$ cat config.mk
export PLATFORM = sky130hd
export DESIGN_NAME = dlf_biquad_mac
export DESIGN_NICKNAME = d
export VERILOG_FILES = /design/src/rtl/dlf_biquad_mac.sv
export SDC_FILE = /design/constraint.sdc
export NUM_CORES = 1
export LEC_CHECK = 0
export ABC_AREA = 1
export BUFFER_PORTS_ARGS = -buffer_cell sky130_fd_sc_hd__clkbuf_2
export CORE_UTILIZATION = 40
export CTS_CLUSTER_SIZE = 25
export DETAILED_ROUTE_END_ITERATION = 12
export PLACE_DENSITY_LB_ADDON = 0.3
export SLEW_MARGIN = 15
export SYNTH_ARGS = -nofsm -noshare
export SYNTH_HDL_FRONTEND = slang
export SYNTH_SLANG_ARGS = --single-unit
$ cat constraint.sdc
create_clock -name sys_clk -period 9.2 [get_ports sys_clk]
set_input_delay 0.46 -clock sys_clk [delete_from_list [all_inputs] [get_ports sys_clk]]
set_output_delay 0.46 -clock sys_clk [all_outputs]
set_load 0.005 [all_outputs]
$ cat src/rtl/dlf_biquad_mac.sv
// Second-order IIR loop filter core for the ADPLL: one shared multiplier walks the
// four biquad terms, then a rounding/saturating update stage writes the control word.
module dlf_biquad_mac #(
   parameter int IN_W   = 16,
   parameter int COEF_W = 18,
   parameter int FRAC   = 16,
   parameter int OUT_W  = 16,
   parameter int ACC_W  = 40
) (
   input  logic                     sys_clk,
   input  logic                     por_rstn,
   input  logic                     dlf_en,
   input  logic signed [IN_W-1:0]   dlf_in,
   input  logic                     in_valid,
   output logic                     in_ready,
   input  logic signed [COEF_W-1:0] dlf_a2,
   input  logic signed [COEF_W-1:0] dlf_a3,
   input  logic signed [COEF_W-1:0] dlf_b1,
   input  logic signed [COEF_W-1:0] dlf_b2,
   input  logic                     hold,
   input  logic                     load_en,
   input  logic signed [OUT_W-1:0]  load_val,
   input  logic                     clr_sat,
   output logic signed [OUT_W-1:0]  dlf_out,
   output logic                     out_valid,
   output logic                     sat_flag,
   output logic                     busy,
   output logic [2:0]               dbg_state
);

   // Handshake: a sample moves on the rising edge where in_valid & in_ready are both
   // high; in_ready is combinational and is only asserted in IDLE with the filter
   // enabled and no preload pending, so load_en always wins over a sample.

   localparam int D_W = (IN_W > OUT_W) ? IN_W : OUT_W;
   localparam int P_W = COEF_W + D_W;

   localparam logic signed [ACC_W-1:0] RND_HALF = ACC_W'(64'd1 << (FRAC - 1));
   localparam logic signed [ACC_W-1:0] OUT_MAX  = {{(ACC_W-OUT_W+1){1'b0}}, {(OUT_W-1){1'b1}}};
   localparam logic signed [ACC_W-1:0] OUT_MIN  = {{(ACC_W-OUT_W+1){1'b1}}, {(OUT_W-1){1'b0}}};

   typedef enum logic [2:0] {
      IDLE = 3'd0,
      MAC0 = 3'd1,
      MAC1 = 3'd2,
      MAC2 = 3'd3,
      MAC3 = 3'd4,
      UPD  = 3'd5
   } state_t;

   state_t                    state;
   logic signed [ACC_W-1:0]   acc;
   logic signed [IN_W-1:0]    x_cur;
   logic signed [IN_W-1:0]    x1;
   logic signed [OUT_W-1:0]   y1;
   logic signed [OUT_W-1:0]   y2;
   logic signed [COEF_W-1:0]  sh_a2;
   logic signed [COEF_W-1:0]  sh_a3;
   logic signed [COEF_W-1:0]  sh_b1;
   logic signed [COEF_W-1:0]  sh_b2;

   logic signed [COEF_W-1:0]  mult_a;
   logic signed [D_W-1:0]     mult_b;
   logic signed [P_W-1:0]     prod;
   logic signed [ACC_W-1:0]   prod_ext;
   logic                      term_sub;
   logic signed [ACC_W-1:0]   acc_rnd;
   logic signed [ACC_W-1:0]   acc_shr;
   logic signed [OUT_W-1:0]   y_new;
   logic                      clamp;

   // Shared multiplier: operands come from the shadow coefficients and history,
   // the feedback terms are subtracted rather than negating the coefficient.
   always_comb begin
      mult_a   = '0;
      mult_b   = '0;
      term_sub = 1'b0;
      case (state)
         MAC0: begin
            mult_a = sh_b1;
            mult_b = D_W'(x_cur);
         end
         MAC1: begin
            mult_a = sh_b2;
            mult_b = D_W'(x1);
         end
         MAC2: begin
            mult_a   = sh_a2;
            mult_b   = D_W'(y1);
            term_sub = 1'b1;
         end
         MAC3: begin
            mult_a   = sh_a3;
            mult_b   = D_W'(y2);
            term_sub = 1'b1;
         end
         default: begin
            mult_a = '0;
            mult_b = '0;
         end
      endcase
   end

   assign prod     = mult_a * mult_b;
   assign prod_ext = ACC_W'(prod);

   always_comb begin
      acc_rnd = acc + RND_HALF;
      acc_shr = acc_rnd >>> FRAC;
      clamp   = 1'b0;
      y_new   = acc_shr[OUT_W-1:0];
      if (acc_shr > OUT_MAX) begin
         clamp = 1'b1;
         y_new = OUT_MAX[OUT_W-1:0];
      end else if (acc_shr < OUT_MIN) begin
         clamp = 1'b1;
         y_new = OUT_MIN[OUT_W-1:0];
      end
   end

   assign in_ready  = (state == IDLE) & dlf_en & ~load_en;
   assign busy      = (state != IDLE);
   assign dbg_state = state;

   always_ff @(posedge sys_clk or negedge por_rstn) begin
      if (!por_rstn) begin
         state     <= IDLE;
         acc       <= '0;
         x_cur     <= '0;
         x1        <= '0;
         y1        <= '0;
         y2        <= '0;
         sh_a2     <= '0;
         sh_a3     <= '0;
         sh_b1     <= '0;
         sh_b2     <= '0;
         dlf_out   <= '0;
         out_valid <= 1'b0;
         sat_flag  <= 1'b0;
      end else begin
         out_valid <= 1'b0;
         if (!dlf_en) begin
            // Disable drops any sample in flight; the output word and sticky flag survive.
            state <= IDLE;
            acc   <= '0;
            x1    <= '0;
            y1    <= '0;
            y2    <= '0;
         end else begin
            sat_flag <= (state == UPD && !hold && clamp) | (sat_flag & ~clr_sat);
            case (state)
               IDLE: begin
                  if (load_en) begin
                     dlf_out <= load_val;
                     y1      <= load_val;
                     y2      <= load_val;
                     x1      <= '0;
                  end else if (in_valid) begin
                     x_cur <= dlf_in;
                     sh_a2 <= dlf_a2;
                     sh_a3 <= dlf_a3;
                     sh_b1 <= dlf_b1;
                     sh_b2 <= dlf_b2;
                     acc   <= '0;
                     state <= MAC0;
                  end
               end
               MAC0: begin
                  acc   <= acc + prod_ext;
                  state <= MAC1;
               end
               MAC1: begin
                  acc   <= acc + prod_ext;
                  state <= MAC2;
               end
               MAC2: begin
                  acc   <= term_sub ? acc - prod_ext : acc + prod_ext;
                  state <= MAC3;
               end
               MAC3: begin
                  acc   <= term_sub ? acc - prod_ext : acc + prod_ext;
                  state <= UPD;
               end
               UPD: begin
                  out_valid <= 1'b1;
                  if (!hold) begin
                     dlf_out <= y_new;
                     y2      <= y1;
                     y1      <= y_new;
                     x1      <= x_cur;
                  end
                  state <= IDLE;
               end
               default: state <= IDLE;
            endcase
         end
      end
   end

endmodule

==> results of run 1 <==
==> stage by stage <==
| step | setup WS [ps] | hold WS (ps) | TNS (ps) |
|---|---|---|---|
| floorplan | 352 | 164 | 0 |
| global placement | -333 | 465 | -1670 |
| detailed placement | -328 | 470 | -1480 |
| CTS | -8.16 | 135 | -8.16 |
| global route | -162 | 173 | -1250 |
| finish | 256 | 97.8 | 0 |
==> placed cells by master, fill, tap and decap left out, types with 10 or more instances in the layout <==
| cell | synthesis | layout |
|---|---|---|
| buf_6 | 1 | 24 |
| nand2_4 | 1 | 20 |
| xnor2_1 | 11 | 11 |
| nand2_2 | 5 | 80 |
| a21oi_1 | 74 | 56 |
| o21ai_1 | 2 | 20 |
| nor2_4 | 1 | 41 |
| xor2_1 | 44 | 40 |
| clkinvlp_4 | 0 | 12 |
| ha_1 | 127 | 89 |
| fa_2 | 0 | 23 |
| o21ai_0 | 220 | 190 |
| o22ai_1 | 54 | 40 |
| ha_4 | 0 | 37 |
| fa_1 | 291 | 268 |
| nor2_2 | 9 | 71 |
| clkbuf_16 | 0 | 23 |
| dfrtp_1 | 197 | 195 |
| a21oi_2 | 0 | 17 |
| buf_4 | 1 | 439 |
| o22ai_2 | 0 | 12 |
| nand3_1 | 109 | 100 |
| nor3_2 | 8 | 17 |
| buf_12 | 0 | 24 |
| nand3b_1 | 12 | 12 |
| nand2_1 | 835 | 741 |
| nand4_1 | 34 | 34 |
| nor2_1 | 389 | 287 |
| o21ai_2 | 1 | 10 |
| nor3_1 | 28 | 14 |
| nand3_2 | 3 | 10 |
| or2_2 | 17 | 17 |
| inv_1 | 732 | 669 |
| clkbuf_2 | 0 | 132 |
| inv_2 | 4 | 50 |
==> routing by layer <==
layer	up-vias	share of wire
met5	-	0
met4	0	0.040
met2	664	0.47
met1	11200	0.43
li1	11400	-
met3	152	0.057
==> final timing paths <==
path                                               start                        to  slack [ps]  cells past startpoint
min in group sys_clk                          dlf_a3[11]     sh_a3[11]$_DFFE_PN0P_         170                      3
worst max-delay path            dbg_state[0]$_DFFE_PN0P_       acc[33]$_DFFE_PN0P_         260                     43
worst min register to register    dlf_out[1]$_DFFE_PN0P_    dlf_out[1]$_DFFE_PN0P_         490                      2
worst min-delay path                            por_rstn     sh_a2[13]$_DFFE_PN0P_         100                      1
max in group asynchronous                       por_rstn  dbg_state[2]$_DFFE_PN0P_        7430                      2
worst max register to register  dbg_state[0]$_DFFE_PN0P_       acc[33]$_DFFE_PN0P_         260                     43
==> flip-flops by register name (all words and copies together), names as in the netlist <==
register / count
acc: 40
sh_a2: 18
sh_a3: 18
sh_b1: 18
sh_b2: 18
dlf_out: 16
x1: 16
x_cur: 16
y1: 16
y2: 16
dbg_state: 3
out_valid: 1
sat_flag: 1
==> where the power goes <==
part | switching, W | total, W | leakage [nW] | internal [W]
Sequential | 0.000134 | 0.00120 | 2.51 | 0.00107
Combinational | 0.00526 | 0.00948 | 13.9 | 0.00422
Clock | 0.000411 | 0.000806 | 0.303 | 0.000395
==> what timing repair did <==
action	in CTS	in global routing
endpoints found under the hold margin	0	0
pin swaps	8	230
buffers inserted	3	69
setup endpoints to repair	16	25
gates cloned	0	4
gates resized for setup	38	510
==> cell families (layout without fill, tap and decap cells) <==
family / Yosys count / count (layout) / synth area share
XOR/XNOR: 59 / 59 / 0.0225
flip-flops: 197 / 197 / 0.203
buffers and inverters: 813 / 1394 / 0.127
AND/OR/NAND/NOR: 1472 / 1472 / 0.249
other: 0 / 2 / 0
multiplexers: 9 / 9 / 0.00417
AO/OA/AOI/OAI: 392 / 392 / 0.0893
adder cells (fa/ha/maj): 418 / 418 / 0.305
==> final cells by class <==
cell class | instances | share of cell area
diodes | 2 | 0.000154
clock buffers | 17 | 0.0131
clock inverters | 15 | 0.00641
inverters | 736 | 0.0870
multi-input cells | 2350 | 0.561
flip-flops and latches | 197 | 0.152
well taps | 773 | 0.0298
repair buffers | 626 | 0.150
==> impl_metrics.ini, run 1 <==
[synth]
yosys_warnings = 0
ys_ff_latch = 197
syn_nets = 3889
synthCells = 3360
synth_area_um2 = 24300
yosysTopAreaCellShare = 0.240
async_flop_share = 1.00
synth_top_cell_by_area = fa_1
ys_seq_area_frac = 0.203
syn_avg_cell_area_um2 = 7.23
synth_cell_types = 52
synth.most_common_cell = nand2_1
synth_edf_count = 0
synthTopCellsByCount = nand2_1, inv_1, nor2_1
synthFlopType = dfrtp_1
synthTopCellsByArea = fa_1, dfrtp_1, nand2_1

[global_routing]
globalRouteOverflowTotal = 0
grt_use_met3 = 0.0409
grt_max_degree = 130
busiest_layer = met2
antenna_found_initial = 1
grt_pass1_vias = 23000
use_met2 = 0.398
grtUsageTotal = 0.249
met1_usage = 0.338
grt_pass1_wl_mm = 122

[timing]
maxSlewHeadroom = 0.280
max_freq_mhz = 112
finalSetupViolCount = 0
fin_crit_ps = 8940
post-route-period-util = 0.972
tightestPinTransition_ps = 1080
rsz0062_at_grt = yes
fin_skew_ps = 19.3
maxSlewViolCount = 0
final_hold_viol_count = 0

[layout]
final_area_um2 = 32400
layout-area-overhead-vs-synth_pct = 33.4
multiInputGateArea_um2 = 18200
nNetsFinal = 4457
final_util = 0.545
final_cells = 4716
nFillCells = 5636
drive_above_1_share = 0.288
seq_area_um2 = 4930

[setup_path]
critical_path_required_ps = 9540
crit_family = adder cells
critPathSlowestCell = fa_1
critPathBufInv = 12
crit_path_frequent_cell = fa_1
endpoint_kind = flip-flop
cp_max_fo = 8
path_class = reg -> reg
critPathLaunchType = flip-flop
crit_path_max_incr_delay_ps = 570
worstPathArrival_ps = 9280

[job]
drv_cap = 0

[floorplan]
core_area_um2 = 59500
start_util = 0.408
dieArea_um2 = 61700
fp.dieH_um = 248
die_width_um = 248
boundaryPins = 134
rows = 89

[cts]
path_clk_slew_ps = 90
ctsHoldBuffers = 0
clk-insertion-delay-late_ps = 490
clock_path_buffers = 2
htreeDepth = 4
cts_tree = done
cts.sinks = 197
cts_made_buffers = 17
root_buffer = clkbuf_16

[placed_design]
gp_congestion = 0.975
numPlacedInstances = 4607
placed_area_um2 = 29000
portBuffers = 133
dp_hpwl_mm = 62.7

[pwr]
power.density_nw_per_um2 = 355
p_leak_nw = 16.8
vdd_drop_max_v = 0.000286
power_w = 0.0115

[detailed_routing]
detail-route-antenna-nets = 0
dr.first_iter.drc_count = 1724
num_vias = 23400
viasPerCell = 4.97
wl_mm = 78.0
drtPass1Iterations = 7
routedWlPerCell_um = 16.5
drc = 0

[run_status]
status = finished clean

[worst_hold_path]
hold_path_class = in -> async
Power figures use the tool's default switching activity.
==> run 2: changes to the inputs <==
--- a/config.mk
+++ b/config.mk
@@ -5,7 +5,6 @@
 export SDC_FILE = /design/constraint.sdc
 export NUM_CORES = 1
 export LEC_CHECK = 0
-export ABC_AREA = 1
 export BUFFER_PORTS_ARGS = -buffer_cell sky130_fd_sc_hd__clkbuf_2
 export CORE_UTILIZATION = 40
 export CTS_CLUSTER_SIZE = 25
==> impl_metrics.ini, run 2 <==
[placed_design]
placed_area_um2 = 27700
dp_hpwl_mm = 56.9
gp_congestion = 0.927
portBuffers = 133
numPlacedInstances = 3678

[cts]
clock_path_buffers = 2
cts.sinks = 197
root_buffer = clkbuf_16
htreeDepth = 4
path_clk_slew_ps = 80
cts_made_buffers = 17
cts_tree = done
clk-insertion-delay-late_ps = 510

[timing]
tightestPinTransition_ps = 1180
fin_crit_ps = 9600
max_freq_mhz = 104
rsz0062_at_grt = yes
post-route-period-util = 1.04
final_hold_viol_count = 0
finalSetupViolCount = 12
maxSlewViolCount = 0
maxSlewHeadroom = 0.210
fin_skew_ps = 20.8
setup_slack_ps = -398

[detailed_routing]
num_vias = 20500
dr.first_iter.drc_count = 1271
detail-route-antenna-nets = 0
drc = 0
routedWlPerCell_um = 18.9
viasPerCell = 5.32
drtPass1Iterations = 5
wl_mm = 73.0

[worst_hold_path]
hold_path_class = in -> reg
worstHoldStart = hold

[global_routing]
antenna_found_initial = 0
globalRouteOverflowTotal = 0
grt_pass1_wl_mm = 114
grt_max_degree = 89
grtUsageTotal = 0.258
grt_pass1_vias = 21300

[pwr]
pwr-share-comb = 0.694
p_clk_frac = 0.114
vdd_drop_max_v = 0.000240
p_leak_nw = 15.4
seq_power_share = 0.192
power.density_nw_per_um2 = 223
switching_power_w = 0.00303
internal-power_w = 0.00391
swShare = 0.437

[layout]
layout-area-overhead-vs-synth_pct = 37.2
nNetsFinal = 3627
final_cells = 3859
largest_reg_flops = 40
drive_above_1_share = 0.355
mostFrequentLayoutCells = buf_4, inv_1, fa_1
regMostFlops = acc
seq_area_um2 = 4930
multiInputGateArea_um2 = 17700
final_common_cell = buf_4
nFillCells = 4779
final_area_um2 = 31200

[setup_path]
crit_path_frequent_cell = fa_1
crit_path_max_incr_delay_ps = 620
cp_max_fo = 8
critPathSlowestCell = fa_1
endpoint_kind = flip-flop
r2r-start = dbg_state[1]$_DFFE_PN0P_
path_class = reg -> reg
critPathLaunch = dbg_state[1]$_DFFE_PN0P_
critical_path_required_ps = 9580
worstPathArrival_ps = 9980
critPathLaunchType = flip-flop

[floorplan]
boundaryPins = 134
dieArea_um2 = 57800
rows = 86
fp.dieH_um = 240
start_util = 0.409
die_width_um = 240
core_area_um2 = 55600

[synth]
ys_ff_latch = 197
syn_avg_cell_area_um2 = 9.20
yosysTopAreaCellShare = 0.256
synthTopCellsByCount = inv_1, fa_1, nand2_1
synth_edf_count = 0
synthCells = 2471
synth.most_common_cell = inv_1
syn_nets = 3000
ys_seq_area_frac = 0.217
synth_top_cell_by_area = fa_1
synthFlopType = dfrtp_1
synth_cell_types = 79
synth_area_um2 = 22700
async_flop_share = 1.00
yosys_warnings = 0
synthTopCellsByArea = fa_1, dfrtp_1, ha_1

[job]
drv_cap = 0

[run_status]
failed_checks = setup timing
status = finished, violations left
==> run 2: cell types whose count changed after synthesis, sizes merged, moves of 44 or more <==
cell,before,now
xnor2,12,74
inv,736,356
o22ai,54,3
o21ai,223,113
a21o,9,53
nor2,399,234
nand3,112,24
nand2,841,271
mux2,9,88
==> run 2: per-layer routing <==
layer  vias to the layer above  global-route usage  part of all wire
met4                         0              0.0965             0.035
met5                         -                   0                 0
met2                       527               0.420              0.48
met1                     10400               0.330              0.42
met3                       139              0.0646             0.065
li1                       9466                   -                 -
==> run 2: cells by family (layout without fill, tap and decap cells) <==
kind of cell	after synthesis	after routing	synth area share
AO/OA/AOI/OAI	500	500	0.154
XOR/XNOR	122	122	0.0473
adder cells (fa/ha/maj)	418	418	0.326
buffers and inverters	453	1092	0.0754
flip-flops	197	197	0.217
multiplexers	95	95	0.0467
other	0	1	0
AND/OR/NAND/NOR	686	686	0.134
==> run 2: worst paths after layout <==
kind / endpoint / slack (ps) / cells past startpoint
setup reg to reg: acc[39]$_DFFE_PN0P_ / -400 / 40
min in group asynchronous: y2[13]$_DFFE_PN0P_ / 480 / 2
hold / removal: sat_flag$_DFFE_PN0P_ / 170 / 2
setup / recovery: acc[39]$_DFFE_PN0P_ / -400 / 40
max in group asynchronous: sh_b2[8]$_DFFE_PN0P_ / 7330 / 3
hold reg to reg: dlf_out[1]$_DFFE_PN0P_ / 480 / 1
==> run 2: final cells by class <==
class,count,share of cell area
flip-flops and latches,197,0.158
clock inverters,14,0.00542
multi-input cells,1821,0.567
diodes,1,0.0000803
clock buffers,17,0.0136
repair buffers,704,0.182
well taps,748,0.0300
inverters,357,0.0431
==> run 2: through the flow <==
stage	utilization	TNS, ps	setup WS, ps	hold WS, ps	power (W)
6_report	0.560	-2860	-398	174	0.00694
5_1_grt	0.560	-8750	-769	169	0.00741
4_1_cts	0.546	-1700	-372	132	0.00666
3_5_place_dp	0.498	-13380	-1080	456	0.00538
3_3_place_gp	0.498	-12680	-1040	457	0.00531
2_1_floorplan	-	-185	-114	164	0.00366
==> run 2: what timing repair did <==
action	in CTS	in global routing
setup buffers	109	34
gates resized for setup	217	124
hold buffers	1	0
pin swaps	113	120
hold endpoints to repair	54	0
endpoints found under the setup margin	21	20
cloned	2	3
==> run 2: worst max-delay path, delay by kind of cell (launching register included) <==
kind | cells | cell delay [ps]
AO/OA/AOI/OAI | 7 | 1280
XOR/XNOR | 2 | 360
flip-flops | 1 | 440
buffers and inverters | 10 | 1150
AND/OR/NAND/NOR | 13 | 2490
adder cells (fa/ha/maj) | 8 | 3770
==> run 2: power groups by stage <==
stage | Sequential (W) | Clock (W) | Combinational [W]
after floorplan | 0.00123 | 0 | 0.00243
after global placement | 0.00132 | 0 | 0.00399
after detailed placement | 0.00132 | 0 | 0.00406
after CTS | 0.00133 | 0.000807 | 0.00453
after global routing | 0.00135 | 0.000834 | 0.00523
final | 0.00133 | 0.000790 | 0.00482
